## src/rtl/bp_be_fe_queue_ckpt_pkg.sv

```systemverilog
// Shared configuration for the checkpointed FE queue.
// Provides the processor-config widths that size an FE queue packet, and a
// helper that derives the packet width from them.
package bp_be_fe_queue_ckpt_pkg;

   localparam int vaddr_width_p               = 39;
   localparam int branch_metadata_fwd_width_p = 36;

   // Packet = message type (2) + PC + 32-bit instruction + branch metadata.
   function automatic int fe_queue_width(input int vaddr_w, input int md_w);
      return 2 + vaddr_w + 32 + md_w;
   endfunction

   localparam int fe_queue_width_lp =
      fe_queue_width(vaddr_width_p, branch_metadata_fwd_width_p);

endpackage

```

## src/rtl/bp_be_fe_queue_ckpt_ptr.sv

```systemverilog
// Wrap-bit pointer for the checkpointed FE queue.
// The MSB is the wrap bit; the low bits index storage.
// Ports:
//    clk_i, reset_n_i  clock and async active-low reset
//    inc_en_i          advance the pointer by one
//    load_en_i         load load_val_i (takes priority over inc_en_i)
//    load_val_i        value to load
//    ptr_o             current pointer value
module bp_be_fe_queue_ckpt_ptr #(
   parameter int ptr_width_p = 5
) (
   input  logic                   clk_i,
   input  logic                   reset_n_i,
   input  logic                   inc_en_i,
   input  logic                   load_en_i,
   input  logic [ptr_width_p-1:0] load_val_i,
   output logic [ptr_width_p-1:0] ptr_o
);

   // NOTE: state registers use non-blocking assignments so every pointer
   // samples the pre-edge values of the others, whatever the block order.
   always_ff @(posedge clk_i or negedge reset_n_i) begin
      if (!reset_n_i)     ptr_o <= '0;
      else if (load_en_i) ptr_o <= load_val_i;
      else if (inc_en_i)  ptr_o <= ptr_o + 1'b1;
   end

endmodule

```

## src/rtl/bp_be_fe_queue_ckpt.sv

```systemverilog
// Checkpointed circular FIFO between the FE and the BE scheduler.
// Packets stay held until committed (deq), so issued-but-uncommitted packets
// can be replayed by rewinding the read pointer to the commit pointer (roll).
// Ports:
//    clk_i, reset_n_i             clock and async active-low reset
//    fe_queue_i / fe_queue_v_i    FE packet and valid
//    fe_queue_ready_o             space available (not full)
//    fe_queue_o / fe_queue_v_o    packet at read pointer and its valid
//    fe_queue_yumi_i              speculative consume, advances read pointer
//    fe_queue_clr_i               flush all entries
//    fe_queue_roll_i              rewind read pointer to commit pointer
//    fe_queue_deq_i               commit oldest issued entry
//    empty_o                      nothing held at all
module bp_be_fe_queue_ckpt
   import bp_be_fe_queue_ckpt_pkg::*;
#(
   parameter int els_p       = 16,
   parameter int queue_width = fe_queue_width_lp
) (
   input  logic                   clk_i,
   input  logic                   reset_n_i,
   input  logic [queue_width-1:0] fe_queue_i,
   input  logic                   fe_queue_v_i,
   output logic                   fe_queue_ready_o,
   output logic [queue_width-1:0] fe_queue_o,
   output logic                   fe_queue_v_o,
   input  logic                   fe_queue_yumi_i,
   input  logic                   fe_queue_clr_i,
   input  logic                   fe_queue_roll_i,
   input  logic                   fe_queue_deq_i,
   output logic                   empty_o
);

   localparam int lg_els_lp = $clog2(els_p);
   localparam int ptr_w_lp  = lg_els_lp + 1;

   logic [ptr_w_lp-1:0] wptr, rptr, cptr;
   logic [ptr_w_lp-1:0] rptr_load_val;
   logic                full;
   logic                enq_fire, yumi_fire, deq_fire, rptr_load;

   // Status is decoded from registered pointers only.
   assign full = (wptr[lg_els_lp-1:0] == cptr[lg_els_lp-1:0])
              && (wptr[lg_els_lp] != cptr[lg_els_lp]);
   assign fe_queue_ready_o = ~full;
   assign fe_queue_v_o     = (rptr != wptr);
   assign empty_o          = (cptr == wptr);

   // clr overrides everything, including a same-cycle enqueue.
   // roll overrides yumi only; deq and enq still apply.
   // Illegal yumi/deq requests are masked so state never goes inconsistent.
   assign enq_fire  = fe_queue_v_i & fe_queue_ready_o & ~fe_queue_clr_i;
   assign yumi_fire = fe_queue_yumi_i & fe_queue_v_o & ~fe_queue_clr_i & ~fe_queue_roll_i;
   assign deq_fire  = fe_queue_deq_i & (cptr != rptr) & ~fe_queue_clr_i;
   assign rptr_load = fe_queue_clr_i | fe_queue_roll_i;
   // On roll the read pointer follows the commit pointer's post-deq value.
   assign rptr_load_val = fe_queue_clr_i ? wptr : (cptr + ptr_w_lp'(deq_fire));

   bp_be_fe_queue_ckpt_ptr #(.ptr_width_p(ptr_w_lp)) wptr_u (
      .clk_i     (clk_i),
      .reset_n_i (reset_n_i),
      .inc_en_i  (enq_fire),
      .load_en_i (1'b0),
      .load_val_i('0),
      .ptr_o     (wptr)
   );

   bp_be_fe_queue_ckpt_ptr #(.ptr_width_p(ptr_w_lp)) rptr_u (
      .clk_i     (clk_i),
      .reset_n_i (reset_n_i),
      .inc_en_i  (yumi_fire),
      .load_en_i (rptr_load),
      .load_val_i(rptr_load_val),
      .ptr_o     (rptr)
   );

   bp_be_fe_queue_ckpt_ptr #(.ptr_width_p(ptr_w_lp)) cptr_u (
      .clk_i     (clk_i),
      .reset_n_i (reset_n_i),
      .inc_en_i  (deq_fire),
      .load_en_i (fe_queue_clr_i),
      .load_val_i(wptr),
      .ptr_o     (cptr)
   );

   // 1W1R storage: synchronous write, asynchronous read.
   logic [queue_width-1:0] mem [els_p];

   // NOTE: storage has no reset; contents are don't-care until written and
   // the read data is only meaningful while fe_queue_v_o is high.
   always_ff @(posedge clk_i) begin
      if (enq_fire) mem[wptr[lg_els_lp-1:0]] <= fe_queue_i;
   end

   assign fe_queue_o = mem[rptr[lg_els_lp-1:0]];

   // Protocol and pointer-ordering checks.
   logic [ptr_w_lp-1:0] occ_rc, occ_wr, occ_wc;
   assign occ_rc = rptr - cptr;
   assign occ_wr = wptr - rptr;
   assign occ_wc = wptr - cptr;

   yumi_legal_a : assert property (@(posedge clk_i) disable iff (!reset_n_i)
      fe_queue_yumi_i |-> fe_queue_v_o);
   deq_legal_a : assert property (@(posedge clk_i) disable iff (!reset_n_i)
      fe_queue_deq_i |-> (cptr != rptr));
   order_a : assert property (@(posedge clk_i) disable iff (!reset_n_i)
      (({1'b0, occ_rc} + {1'b0, occ_wr}) == {1'b0, occ_wc})
      && (occ_wc <= ptr_w_lp'(els_p)));

endmodule

```

## config.mk

```make
export PLATFORM = sky130hd
export DESIGN_NAME = bp_be_fe_queue_ckpt
export DESIGN_NICKNAME = d
export VERILOG_FILES = /design/src/rtl/bp_be_fe_queue_ckpt_pkg.sv /design/src/rtl/bp_be_fe_queue_ckpt_ptr.sv /design/src/rtl/bp_be_fe_queue_ckpt.sv
export SDC_FILE = /design/constraint.sdc
export NUM_CORES = 2
export LEC_CHECK = 0
export ABC_AREA = 1
export BUFFER_PORTS_ARGS = -buffer_cell sky130_fd_sc_hd__buf_2
export CAP_MARGIN = 20
export CORE_MARGIN = 3
export CORE_UTILIZATION = 56
export CTS_CLUSTER_DIAMETER = 50
export DETAILED_ROUTE_END_ITERATION = 7
export HOLD_SLACK_MARGIN = 0.1
export PLACE_DENSITY = 0.85
export RECOVER_POWER = 50
export SLEW_MARGIN = 20
export SYNTH_ARGS = -nofsm -noshare
export SYNTH_HDL_FRONTEND = slang
export SYNTH_SLANG_ARGS = --single-unit
```

## constraint.sdc

```tcl
create_clock -name clk_i -period 6.5 [get_ports clk_i]
set_clock_uncertainty 0.15 [all_clocks]
set_input_delay 1.3 -clock clk_i [delete_from_list [all_inputs] [get_ports clk_i]]
set_output_delay 1.3 -clock clk_i [all_outputs]
set_load 0.01 [all_outputs]
```

==> metrics.txt <==
post_cts resized 0; commonest non-fill, non-tap cell in the layout edfxtp_1; Port Buf Inserts 227; combinational family with the most area after synthesis simple AND/OR/NAND/NOR gates; Slew HR -72.75%; Worst-Skew Late Latency 0.76 ns; Critical Path Sink Type flop; Fmax 191.0 MHz; RSZ-0062 raised after global routing false; Final HPWL DP 87.43 mm; die area 0.1289 mm2; post-synthesis compound-gate area fraction 10.42%; R2R depth 7; Yosys top cell area share 75.06%; DR WL/cell 23.71 um; Synth Register Bits 1759; number of detailed-route iterations in the first pass 6; failing checks capacitance limit, slew limit; total track usage 26.47%; Power Density 413.6 mW/mm2; Tmin final 5.234 ns; dominant cell type by area after synthesis edfxtp_1; mux share of post-synthesis cell area 0%; most frequent cells in the layout edfxtp_1 (1744), nor2_1 (1217), o21ai_0 (803); Layout area overhead 10.81%; max_cap viols 6; Adder-Cell Fraction of Synth Area 0.1435%; CTS Buf Count 169; yosys warns 0; Crit Path Category flop to flop; Cell variety after synth 24; Clock transition at path regs 0.06 ns; first-pass GRT wire length 262.5 mm; Hold Path Stages 2; Final Hold Fails 0; Max IR drop VDD 487.9 uV; CTS H-tree lvls 4; post-synthesis sequential area ratio 75.59%; # hold bufs at CTS 0; Least-Margin Pin Slew 2.591 ns; vias in the first global route 44340; synthesized area 0.06977 mm2; CTS tree built; final std cells w/o fill 7365; multi-input logic area 0.01493 mm2; CTS Sinks 1759; Via density 6.146; Clock Tree Buf Depth 3; total power 31.98 mW; clk root buf clkbuf_16; Routed WL 174.6 mm; die span in y 359.0 um; Setup violations, final 0; # rows 128; Vias 45260; share of cells above drive strength 1 7.514%; Syn Nets 5615; GRT overflow 0; Finished Core Util 63.03%; Placer Congestion 0.8209; post-CTS setup buffers 0; WP data required 6.59 ns; CP max FO 94; Routed Antenna Nets 0; simple-gate portion of the synthesized area 10.51%; initial antenna violation count 25; Initial Util 56.88%; P_leak 25.51 nW; xor/xnor cell area share of the yosys netlist 0.1757%; Placeable Area 0.1227 mm2; startpoint types flop; Avg Cell Area, Syn 12.71 um2; Final Cycle Share 80.53%; die width 359.0 um; Area contributors post-synth edfxtp_1 (75%), nor2_1 (6.6%), o21ai_0 (5.8%), nand2_1 (2.9%), o211ai_1 (2.4%); max-slew violations 201; register area 0.05276 mm2; FILL cells 8503; placed insts 7052; Residual DRC 0; status complete, but fails checks; Syn Inst Count 5491; boundary pin count 228; Critical Path AT 5.32 ns; initial DRC count 7181; largest net degree at the start of global routing 242; layout net count 5722; Hold Path Class flop to flop
## per-layer routing
| layer | GRT usage [%] | part of all wire, % |
|---|---|---|
| met5 | 0 | 0.057 |
| met3 | 4.928 | 10 |
| met2 | 43.96 | 50 |
| met1 | 33.62 | 36 |
| met4 | 13.28 | 4.1 |
## critical path, cell delays in order (launching register included)
cell	delay, ns
dfrtp_1	0.53
xor2_1	0.21
nor2_1	0.16
nand3_1	0.30
nand2_1	0.14
clkbuf_1	1.28
nor2_1	1.04
buf_12	0.49
## power by group
group	leakage, nW	internal [mW]	switching (mW)
logic	7.08	2.79	6.75
clock network	2.53	5.22	4.02
registers	15.9	13.0	0.239
total	25.5	21.0	11.0
## synthesized netlist by cell type, drive strengths merged
cell type / number
a21oi: 1
buf: 163
clkbuf: 197
clkinv: 1
dfrtp: 15
edfxtp: 1744
ha: 8
inv: 129
nand2: 533
nand3: 140
nand4: 1
nor2: 1230
o211ai: 220
o21ai: 986
o22ai: 109
xnor2: 4
xor2: 10
## worst paths after layout
path / to / slack [ns] / from
hold reg to reg: wptr_u.ptr_o[4]$_DFFE_PN0P_ / 0.47 / wptr_u.ptr_o[4]$_DFFE_PN0P_
max in group asynchronous: rptr_u.ptr_o[2]$_DFFE_PN0P_ / 5.08 / reset_n_i
min in group asynchronous: cptr_u.ptr_o[0]$_DFFE_PN0P_ / 0.48 / reset_n_i
setup / recovery: mem[4][73]$_DFFE_PP_ / 1.27 / cptr_u.ptr_o[2]$_DFFE_PN0P_
hold / removal: wptr_u.ptr_o[4]$_DFFE_PN0P_ / 0.47 / wptr_u.ptr_o[4]$_DFFE_PN0P_
setup reg to reg: mem[4][73]$_DFFE_PP_ / 1.27 / cptr_u.ptr_o[2]$_DFFE_PN0P_
## cells by family after synthesis
group	after synthesis
AND/OR/NAND/NOR	1904
flip-flops	1759
AO/OA/AOI/OAI	1316
XOR/XNOR	14
adder cells (fa/ha/maj)	8
buffers and inverters	490
## metrics by stage
stage	setup TNS (ns)	setup slack [ns]	instance area, um2	hold slack [ns]
3_3_place_gp	0	2.238	72310	0.4256
2_1_floorplan	-1074.92	-0.6167	69770	0.3693
3_5_place_dp	0	2.227	72310	0.4434
5_1_grt	0	1.074	77310	0.5181
6_report	0	1.266	77320	0.4664
4_1_cts	0	1.365	77480	0.2678
## layout make-up
cell class | count | area share [%]
repair buffers | 296 | 2.435
flip-flops and latches | 1759 | 68.23
clock buffers | 213 | 5.874
well taps | 1625 | 2.630
diodes | 17 | 0.05502
multi-input cells | 3242 | 19.30
inverters | 130 | 0.6570
clock inverters | 83 | 0.8140
## state kept, by name (all words and copies together) (netlist names)
name,flops
rptr_u.ptr_o,5
mem,1744
wptr_u.ptr_o,5
cptr_u.ptr_o,5
Note: power is estimated with default switching activity, not from simulation.
